<file path="src/rtl/arm_instr_encoder_pkg.sv">
// Shared codes, FSM state type and the legal-opcode check used by the
// ARM instruction encoder and its field packer.
package arm_enc_pkg;

    localparam logic [1:0] OpDp  = 2'b00;
    localparam logic [1:0] OpMem = 2'b01;
    localparam logic [1:0] OpBr  = 2'b10;
    localparam logic [1:0] OpIll = 2'b11;

    localparam logic [3:0] CmdAnd = 4'b0000;
    localparam logic [3:0] CmdSub = 4'b0010;
    localparam logic [3:0] CmdAdd = 4'b0100;
    localparam logic [3:0] CmdOrr = 4'b1100;
    localparam logic [3:0] CmdCmp = 4'b1010;
    localparam logic [3:0] CmdMov = 4'b1101;

    localparam logic [1:0] ShLsl = 2'b00;
    localparam logic [1:0] ShLsr = 2'b01;
    localparam logic [1:0] ShAsr = 2'b10;
    localparam logic [1:0] ShRor = 2'b11;

    localparam logic [1:0] SrcImm    = 2'b00;
    localparam logic [1:0] SrcRegImm = 2'b01;
    localparam logic [1:0] SrcRegReg = 2'b10;
    localparam logic [1:0] SrcIll    = 2'b11;

    typedef enum logic [1:0] {
        StIdle = 2'b00,
        StLoad = 2'b01,
        StDone = 2'b10
    } state_e;

    function automatic logic is_legal_cmd(input logic [3:0] cmd);
        return (cmd == CmdAnd) || (cmd == CmdSub) || (cmd == CmdAdd) ||
               (cmd == CmdOrr) || (cmd == CmdCmp) || (cmd == CmdMov);
    endfunction

endpackage

</file>
<file path="src/rtl/arm_instr_encoder_if.sv">
// Request handshake, instruction-memory write bus and session status of the encoder.
interface arm_instr_encoder_if #(
    parameter int unsigned DEPTH = 64
);
    localparam int unsigned CntW = $clog2(DEPTH + 1);

    logic            start;
    logic            in_valid;
    logic            in_ready;
    logic            in_last;
    logic [1:0]      op_class;
    logic [3:0]      cond;
    logic [3:0]      cmd;
    logic            s_bit;
    logic            l_bit;
    logic            u_bit;
    logic [1:0]      src_mode;
    logic [3:0]      rn;
    logic [3:0]      rd;
    logic [3:0]      rm;
    logic [3:0]      rs;
    logic [1:0]      sh;
    logic [4:0]      shamt;
    logic [11:0]     imm12;
    logic [23:0]     imm24;
    logic            imem_we;
    logic [31:0]     imem_addr;
    logic [31:0]     imem_wd;
    logic            busy;
    logic            done;
    logic            err_illegal;
    logic            overflow;
    logic [CntW-1:0] word_count;

    modport master (
        output start, in_valid, in_last, op_class, cond, cmd, s_bit, l_bit, u_bit,
               src_mode, rn, rd, rm, rs, sh, shamt, imm12, imm24,
        input  in_ready, imem_we, imem_addr, imem_wd, busy, done, err_illegal,
               overflow, word_count
    );

    modport slave (
        input  start, in_valid, in_last, op_class, cond, cmd, s_bit, l_bit, u_bit,
               src_mode, rn, rd, rm, rs, sh, shamt, imm12, imm24,
        output in_ready, imem_we, imem_addr, imem_wd, busy, done, err_illegal,
               overflow, word_count
    );

endinterface

</file>
<file path="src/rtl/arm_instr_encoder_field_pack.sv">
// Combinational packer: instruction fields to a 32-bit ARM word, with the
// CMP/MOV field overrides and a flag for requests outside the supported subset.
module arm_field_pack
    import arm_enc_pkg::*;
(
    input  logic [1:0]  i_op_class,
    input  logic [3:0]  i_cond,
    input  logic [3:0]  i_cmd,
    input  logic        i_s_bit,
    input  logic        i_l_bit,
    input  logic        i_u_bit,
    input  logic [1:0]  i_src_mode,
    input  logic [3:0]  i_rn,
    input  logic [3:0]  i_rd,
    input  logic [3:0]  i_rm,
    input  logic [3:0]  i_rs,
    input  logic [1:0]  i_sh,
    input  logic [4:0]  i_shamt,
    input  logic [11:0] i_imm12,
    input  logic [23:0] i_imm24,
    output logic [31:0] o_word,
    output logic        o_illegal
);

    logic [11:0] w_shift_imm;
    logic [11:0] w_shift_reg;
    logic [11:0] w_dp_src2;
    logic [3:0]  w_dp_rn;
    logic [3:0]  w_dp_rd;
    logic        w_dp_s;

    assign w_shift_imm = {i_shamt, i_sh, 1'b0, i_rm};
    assign w_shift_reg = {i_rs, 1'b0, i_sh, 1'b1, i_rm};

    // CMP always sets flags and has no destination; MOV has no first operand.
    assign w_dp_s  = (i_cmd == CmdCmp) ? 1'b1 : i_s_bit;
    assign w_dp_rd = (i_cmd == CmdCmp) ? 4'd0 : i_rd;
    assign w_dp_rn = (i_cmd == CmdMov) ? 4'd0 : i_rn;

    always_comb begin
        w_dp_src2 = i_imm12;
        if (i_src_mode == SrcRegImm) begin
            w_dp_src2 = w_shift_imm;
        end else if (i_src_mode == SrcRegReg) begin
            w_dp_src2 = w_shift_reg;
        end
    end

    always_comb begin
        o_word    = '0;
        o_illegal = 1'b0;
        case (i_op_class)
            OpDp: begin
                o_word    = {i_cond, 2'b00, (i_src_mode == SrcImm), i_cmd, w_dp_s,
                             w_dp_rn, w_dp_rd, w_dp_src2};
                o_illegal = !is_legal_cmd(i_cmd) || (i_src_mode == SrcIll);
            end
            OpMem: begin
                // Pre-indexed, word access, no write-back.
                o_word    = {i_cond, 2'b01, (i_src_mode == SrcRegImm), 1'b1, i_u_bit,
                             1'b0, 1'b0, i_l_bit, i_rn, i_rd,
                             (i_src_mode == SrcRegImm) ? w_shift_imm : i_imm12};
                o_illegal = i_src_mode[1];
            end
            OpBr: begin
                o_word    = {i_cond, 3'b101, i_l_bit, i_imm24};
                o_illegal = (i_src_mode == SrcIll);
            end
            default: begin
                o_illegal = 1'b1;
            end
        endcase
    end

endmodule

</file>
<file path="src/rtl/arm_instr_encoder.sv">
// Program loader: accepts encoded-instruction requests and writes one ARM word
// per cycle to instruction memory at sequential addresses.
module arm_instr_encoder
    import arm_enc_pkg::*;
#(
    parameter logic [31:0] BASE_ADDR = 32'h0000_0000,
    parameter int unsigned DEPTH     = 64
) (
    input  logic               i_clk,
    input  logic               i_reset,
    arm_instr_encoder_if.slave bus_if
);

    localparam int unsigned CntW = $clog2(DEPTH + 1);

    state_e          r_state;
    state_e          w_state_next;
    logic            r_stop;
    logic            r_we;
    logic [31:0]     r_enc;
    logic [31:0]     r_addr;
    logic [CntW-1:0] r_count;
    logic [CntW-1:0] r_acc;
    logic            r_err;
    logic            r_ovf;

    logic            w_in_ready;
    logic            w_accept;
    logic            w_start_ok;
    logic            w_illegal;
    logic            w_hit_depth;
    logic [CntW-1:0] w_acc_inc;
    logic [31:0]     w_word;

    arm_field_pack u_field_pack (
        .i_op_class (bus_if.op_class),
        .i_cond     (bus_if.cond),
        .i_cmd      (bus_if.cmd),
        .i_s_bit    (bus_if.s_bit),
        .i_l_bit    (bus_if.l_bit),
        .i_u_bit    (bus_if.u_bit),
        .i_src_mode (bus_if.src_mode),
        .i_rn       (bus_if.rn),
        .i_rd       (bus_if.rd),
        .i_rm       (bus_if.rm),
        .i_rs       (bus_if.rs),
        .i_sh       (bus_if.sh),
        .i_shamt    (bus_if.shamt),
        .i_imm12    (bus_if.imm12),
        .i_imm24    (bus_if.imm24),
        .o_word     (w_word),
        .o_illegal  (w_illegal)
    );

    assign w_in_ready  = (r_state == StLoad) && !r_stop;
    assign w_accept    = bus_if.in_valid && w_in_ready;
    assign w_start_ok  = bus_if.start && (r_state != StLoad);
    assign w_acc_inc   = r_acc + 1'b1;
    // Only legal requests consume a slot of the session budget.
    assign w_hit_depth = !w_illegal && (w_acc_inc == CntW'(DEPTH));

    always_ff @(posedge i_clk) begin
        if (!i_reset) begin
            r_state <= StIdle;
        end else begin
            r_state <= w_state_next;
        end
    end

    always_comb begin
        w_state_next = r_state;
        case (r_state)
            StIdle: begin
                if (bus_if.start) w_state_next = StLoad;
            end
            StLoad: begin
                // An illegal final request has nothing to write, so finish on acceptance.
                if (w_accept && w_illegal && bus_if.in_last) begin
                    w_state_next = StDone;
                end else if (r_we && r_stop) begin
                    w_state_next = StDone;
                end
            end
            StDone: begin
                if (bus_if.start) w_state_next = StLoad;
            end
            default: w_state_next = StIdle;
        endcase
    end

    always_comb begin
        bus_if.in_ready    = w_in_ready;
        bus_if.imem_we     = r_we;
        bus_if.imem_addr   = r_addr;
        bus_if.imem_wd     = r_enc;
        bus_if.busy        = (r_state == StLoad);
        bus_if.done        = (r_state == StDone);
        bus_if.err_illegal = r_err;
        bus_if.overflow    = (r_state == StDone) && r_ovf;
        bus_if.word_count  = r_count;
    end

    always_ff @(posedge i_clk) begin
        if (!i_reset) begin
            r_stop  <= 1'b0;
            r_we    <= 1'b0;
            r_enc   <= '0;
            r_addr  <= BASE_ADDR;
            r_count <= '0;
            r_acc   <= '0;
            r_err   <= 1'b0;
            r_ovf   <= 1'b0;
        end else if (w_start_ok) begin
            r_stop  <= 1'b0;
            r_we    <= 1'b0;
            r_addr  <= BASE_ADDR;
            r_count <= '0;
            r_acc   <= '0;
            r_err   <= 1'b0;
            r_ovf   <= 1'b0;
        end else begin
            if (r_we) begin
                r_addr  <= r_addr + 32'd4;
                r_count <= r_count + 1'b1;
            end
            r_we <= w_accept && !w_illegal;
            if (w_accept) begin
                if (w_illegal) begin
                    r_err <= 1'b1;
                end else begin
                    r_enc <= w_word;
                    r_acc <= w_acc_inc;
                end
                if (bus_if.in_last || w_hit_depth) r_stop <= 1'b1;
                if (w_hit_depth && !bus_if.in_last) r_ovf <= 1'b1;
            end
        end
    end

endmodule

</file>
<file path="src/flat_wrapper.sv">
// flat-port wrapper written by rule: the top's interface ports become plain ports
module arm_instr_encoder_flat import arm_enc_pkg::*;
#(
    parameter logic [31:0] BASE_ADDR = 32'h0000_0000,
    parameter int unsigned DEPTH     = 64
)
  (i_clk, i_reset, bus_if_start, bus_if_in_valid, bus_if_in_last, bus_if_op_class, bus_if_cond, bus_if_cmd, bus_if_s_bit, bus_if_l_bit, bus_if_u_bit, bus_if_src_mode, bus_if_rn, bus_if_rd, bus_if_rm, bus_if_rs, bus_if_sh, bus_if_shamt, bus_if_imm12, bus_if_imm24, bus_if_in_ready, bus_if_imem_we, bus_if_imem_addr, bus_if_imem_wd, bus_if_busy, bus_if_done, bus_if_err_illegal, bus_if_overflow, bus_if_word_count);
  arm_instr_encoder_if #(.DEPTH(DEPTH)) bus_if_i ();
  input  logic i_clk;
  input  logic i_reset;
  input wire logic [$bits(bus_if_i.start)-1:0] bus_if_start;
  input wire logic [$bits(bus_if_i.in_valid)-1:0] bus_if_in_valid;
  input wire logic [$bits(bus_if_i.in_last)-1:0] bus_if_in_last;
  input wire logic [$bits(bus_if_i.op_class)-1:0] bus_if_op_class;
  input wire logic [$bits(bus_if_i.cond)-1:0] bus_if_cond;
  input wire logic [$bits(bus_if_i.cmd)-1:0] bus_if_cmd;
  input wire logic [$bits(bus_if_i.s_bit)-1:0] bus_if_s_bit;
  input wire logic [$bits(bus_if_i.l_bit)-1:0] bus_if_l_bit;
  input wire logic [$bits(bus_if_i.u_bit)-1:0] bus_if_u_bit;
  input wire logic [$bits(bus_if_i.src_mode)-1:0] bus_if_src_mode;
  input wire logic [$bits(bus_if_i.rn)-1:0] bus_if_rn;
  input wire logic [$bits(bus_if_i.rd)-1:0] bus_if_rd;
  input wire logic [$bits(bus_if_i.rm)-1:0] bus_if_rm;
  input wire logic [$bits(bus_if_i.rs)-1:0] bus_if_rs;
  input wire logic [$bits(bus_if_i.sh)-1:0] bus_if_sh;
  input wire logic [$bits(bus_if_i.shamt)-1:0] bus_if_shamt;
  input wire logic [$bits(bus_if_i.imm12)-1:0] bus_if_imm12;
  input wire logic [$bits(bus_if_i.imm24)-1:0] bus_if_imm24;
  output wire logic [$bits(bus_if_i.in_ready)-1:0] bus_if_in_ready;
  output wire logic [$bits(bus_if_i.imem_we)-1:0] bus_if_imem_we;
  output wire logic [$bits(bus_if_i.imem_addr)-1:0] bus_if_imem_addr;
  output wire logic [$bits(bus_if_i.imem_wd)-1:0] bus_if_imem_wd;
  output wire logic [$bits(bus_if_i.busy)-1:0] bus_if_busy;
  output wire logic [$bits(bus_if_i.done)-1:0] bus_if_done;
  output wire logic [$bits(bus_if_i.err_illegal)-1:0] bus_if_err_illegal;
  output wire logic [$bits(bus_if_i.overflow)-1:0] bus_if_overflow;
  output wire logic [$bits(bus_if_i.word_count)-1:0] bus_if_word_count;
  assign bus_if_i.start = bus_if_start;
  assign bus_if_i.in_valid = bus_if_in_valid;
  assign bus_if_i.in_last = bus_if_in_last;
  assign bus_if_i.op_class = bus_if_op_class;
  assign bus_if_i.cond = bus_if_cond;
  assign bus_if_i.cmd = bus_if_cmd;
  assign bus_if_i.s_bit = bus_if_s_bit;
  assign bus_if_i.l_bit = bus_if_l_bit;
  assign bus_if_i.u_bit = bus_if_u_bit;
  assign bus_if_i.src_mode = bus_if_src_mode;
  assign bus_if_i.rn = bus_if_rn;
  assign bus_if_i.rd = bus_if_rd;
  assign bus_if_i.rm = bus_if_rm;
  assign bus_if_i.rs = bus_if_rs;
  assign bus_if_i.sh = bus_if_sh;
  assign bus_if_i.shamt = bus_if_shamt;
  assign bus_if_i.imm12 = bus_if_imm12;
  assign bus_if_i.imm24 = bus_if_imm24;
  assign bus_if_in_ready = bus_if_i.in_ready;
  assign bus_if_imem_we = bus_if_i.imem_we;
  assign bus_if_imem_addr = bus_if_i.imem_addr;
  assign bus_if_imem_wd = bus_if_i.imem_wd;
  assign bus_if_busy = bus_if_i.busy;
  assign bus_if_done = bus_if_i.done;
  assign bus_if_err_illegal = bus_if_i.err_illegal;
  assign bus_if_overflow = bus_if_i.overflow;
  assign bus_if_word_count = bus_if_i.word_count;
  arm_instr_encoder #(.BASE_ADDR(BASE_ADDR), .DEPTH(DEPTH)) u_core (.i_clk(i_clk), .i_reset(i_reset), .bus_if(bus_if_i));
endmodule
</file>
<file path="config.mk">
export PLATFORM = sky130hd
export DESIGN_NAME = arm_instr_encoder_flat
export DESIGN_NICKNAME = d
export VERILOG_FILES = /design/src/rtl/arm_instr_encoder_pkg.sv /design/src/rtl/arm_instr_encoder_if.sv /design/src/rtl/arm_instr_encoder_field_pack.sv /design/src/rtl/arm_instr_encoder.sv /design/src/flat_wrapper.sv
export SDC_FILE = /design/constraint.sdc
export NUM_CORES = 1
export LEC_CHECK = 0
export CORE_ASPECT_RATIO = 1.25
export CORE_UTILIZATION = 40
export DETAILED_ROUTE_END_ITERATION = 8
export GPL_ROUTABILITY_DRIVEN = 0
export GPL_TIMING_DRIVEN = 0
export PLACE_DENSITY_LB_ADDON = 0.15
export SETUP_SLACK_MARGIN = 0.3
export SYNTH_ARGS = -nofsm -noshare
export SYNTH_HDL_FRONTEND = slang
export SYNTH_SLANG_ARGS = --single-unit
</file>
<file path="constraint.sdc">
create_clock -name i_clk -period 6.4 [get_ports i_clk]
set_clock_uncertainty 0.2 [all_clocks]
set_input_delay 1.92 -clock i_clk [delete_from_list [all_inputs] [get_ports i_clk]]
set_output_delay 1.92 -clock i_clk [all_outputs]
set_load 0.05 [all_outputs]
</file>
==> summary.md <==
| Metric | Value |
|---|---|
| Initial antenna violation count | `0` |
| Max-slew headroom | `61.5%` |
| First-pass GRT wire length | `17,700 um` |
| Min Tclk post-route | `4140 ps` |
| Slowest CP cell | `clkdlybuf4s50_1` |
| R2R setup slack | `4140 ps` |
| Fraction of registers with async set/reset | `0%` |
| H-tree depth | `3` |
| Vias | `3,967` |
| R2r startpoint | `u_core.bus_if.imem_we` |
| Largest net degree at the start of global routing | `14` |
| Ys Warns | `0` |
| Period utilization | `64.8%` |
| Hold_buf cts | `0` |
| Worst Hold End | `u_core.bus_if.imem_wd[26]` |
| Worst-margin pin slew | `578 ps` |
| Slowest Stage Delay on Critical Path | `520 ps` |
| CP cell instances | `clkdlybuf4s50_1 > nor3b_1 > a31oi_1 > a21oi_2 > clkbuf_1 > o211ai_1 > a21oi_1` |
| Core area | `9610 um2` |
| Number of core rows | `40` |
| FF-to-FF path depth | `7` |
| VDD IR max | `0.148 mV` |
| CTS resizes | `0` |
| Max Cap Violations | `0` |
| GRT Total Usage | `21.5%` |
| Distinct cells, synth | `54` |
| Mean Syn Cell Area | `8.50 um2` |
| Final wirelength | `10,900 um` |
| Top cells by area, synth | `dfxtp_1, nor2_1, xnor2_1` |
| Hold path cells | `2` |
| Hold Path Origin | `u_core.bus_if.imem_wd[26]` |
| Post-Layout Inst Area | `5960 um2` |
| CTS tree | `built` |
| Critical path peak fanout | `10` |
| Post-Synth Simple-Gate Area | `24.1%` |
| CTS Buf Count | `9` |
| Die W | `90.8 um` |
| Critical Path Start | `bus_if_cmd[0]` |
| Area share of the leading cell type in the synthesized netlist | `41.6%` |
| Die height | `113 um` |
| CP delay by family, top | `buffers and inverters` |
| Worst Path Arrival | `4200 ps` |
| Synth Area in Compound Gates | `16.8%` |
| Antenna diodes | `0` |
| Share of cells above drive strength 1 | `6.00%` |
| Drt first pass iters | `5` |
| Post-Synth Adder-Cell Area | `1.27%` |
| Io pins | `156` |
| Fin Setup TNS | `0 ps` |
| Initial Util | `41.0%` |
| Most common cell in the netlist | `dfxtp_1` |
| Die footprint | `10,300 um2` |
| Reg-to-reg endpoint | `u_core.bus_if.imem_addr[22]` |
| Status | `finished clean` |
| Final setup vio count | `0` |
| Worst-path clk slew | `60 ps` |
| Mux contribution to synthesized area | `4.47%` |
| Synth Instances | `464` |
| Vias per std cell | `5.23` |
| Cell area power density | `211 nW/um2` |
| Post-synth top cells | `dfxtp_1, nor2_1, nand2_1, a21oi_1, xnor2_1` |
| Static Leak | `2.07 nW` |
| Largest family of logic cells by synthesized area | `simple AND/OR/NAND/NOR gates` |
| Critical Path Start Type | `input port` |
| Clk_lat worst skew | `330 ps` |
| Critical Path Sink Type | `flip-flop` |
| Root Driver | `clkbuf_16` |
| Vias in the first global route | `3,823` |
| Clock sink total | `82` |
| Final ANT Viol Nets | `0` |
| Postcts setup bufs | `0` |
| Drt wl/cell | `14.4 um` |
| Mapped Area | `3940 um2` |
| Most used DFF post-synth | `dfxtp_1` |
| Final Hold Viols | `0` |
| HPWL Detailed | `8390 um` |
| Fmax | `241 MHz` |
| Grt ovf | `0` |
| Yosys reg bits | `82` |
| Max Slew Vio Count | `0` |
| Worst EP required | `6460 ps` |
| DR iter-0 viols | `172` |
| Buf+Inv Stages, Crit Path | `2` |
| Max Root-Sink Buffers | `2` |
| Cell taking the most area after synthesis | `dfxtp_1` |
| Crit Path Class | `in -> reg` |
| Xor and xnor area share after synthesis | `7.55%` |
| Residual DRC | `0` |
| Seq/Total Area, Yosys | `41.6%` |
| Layout area overhead | `51.1%` |
| Filler cell count | `881` |
| Nets | `711` |
| Placed inst area | `5630 um2` |
| RSZ-0062 raised after global routing | `no` |
| Worst Hold Class | `reg -> reg` |
| Post-synth EDFFs | `0` |
| I/O Buffers | `152` |
| Final Util | `62.0%` |
[area by class of cell]
type                            count  area, um2  share of cell area (%)
Multi-Input combinational cell    345       2140                    36.0
Sequential cell                    82       1640                    27.6
Clock buffer                       12        256                    4.31
Inverter                           15       56.3                   0.945
Timing Repair Buffer              152       1520                    25.5
Buffer                             23        105                    1.76
Clock inverter                      4       73.8                    1.24
Tap cell                          126        158                    2.65
[kinds of logic (layout without fill, tap and decap cells)]
logic type | Yosys count | after routing
AND/OR/NAND/NOR | 187 | 187
buffers and inverters | 38 | 206
XOR/XNOR | 34 | 34
flip-flops | 82 | 82
AO/OA/AOI/OAI | 101 | 101
multiplexers | 17 | 17
other | 1 | 2
adder cells (fa/ha/maj) | 4 | 4
[layer usage]
metal | GRT usage, % | part of all wire [%] | vias up
met3 | 6.59 | 7.1 | 20
li1 | - | - | 1973
met2 | 38.2 | 49 | 151
met1 | 23.6 | 41 | 1823
met4 | 9.21 | 2.8 | 0
met5 | 0 | 0 | -
[layout by cell type, fill, tap and decap left out, drive strengths merged, types with 11 or more instances in the layout]
master         netlist  routed
clkdlybuf4s50        0     152
inv                 13      13
o211ai              11      11
mux2i               12      12
a221oi              12      12
nor2                66      66
o21ai               19      19
xnor2               21      21
xor2                13      13
a21oi               34      34
nand4               11      11
clkbuf              15      27
nor3                20      20
nand2               39      39
dfxtp               82      82
[sequential cells by signal, indices dropped and copies added (netlist names)]
name,cells
u_core.bus_if.err_illegal,1
u_core.bus_if.imem_wd,32
u_core.bus_if.imem_we,1
u_core.r_stop,1
u_core.r_acc,7
u_core.bus_if.word_count,7
u_core.r_state,2
u_core.bus_if.imem_addr,30
u_core.r_ovf,1
[worst max path at each step]
stage,end,cells past startpoint
5_1_grt,u_core.bus_if.imem_wd[5],7
4_1_cts,u_core.bus_if.imem_wd[2],7
3_3_place_gp,u_core.bus_if.imem_wd[2],7
3_5_place_dp,u_core.bus_if.imem_wd[5],7
6_report,u_core.bus_if.imem_wd[2],7
2_1_floorplan,bus_if_overflow,2
[worst min-delay path, stage by stage (launching register included)]
cell,delay (ps)
dfxtp_1,310
nand2_1,50
a21oi_1,50
[where the power goes]
part           leakage [nW]  total (W)  switching (W)  internal, W
Sequential            0.662   0.000523     0.00000481     0.000518
Clock                 0.163   0.000566       0.000203     0.000363
Combinational          1.25   0.000169      0.0000906    0.0000783
[stage by stage]
step / total power [W] / worst slack (ps) / cells / hold WS (ps)
after global placement: 0.000702 / 1920 / 743 / 244
after floorplan: 0.000619 / 2660 / 465 / 270
final: 0.00126 / 2260 / 759 / 255
after CTS: 0.00127 / 2240 / 759 / 258
after global routing: 0.00131 / 2080 / 759 / 283
after detailed placement: 0.000703 / 1900 / 743 / 250
No activity file was read; power rests on OpenSTA's default activity.
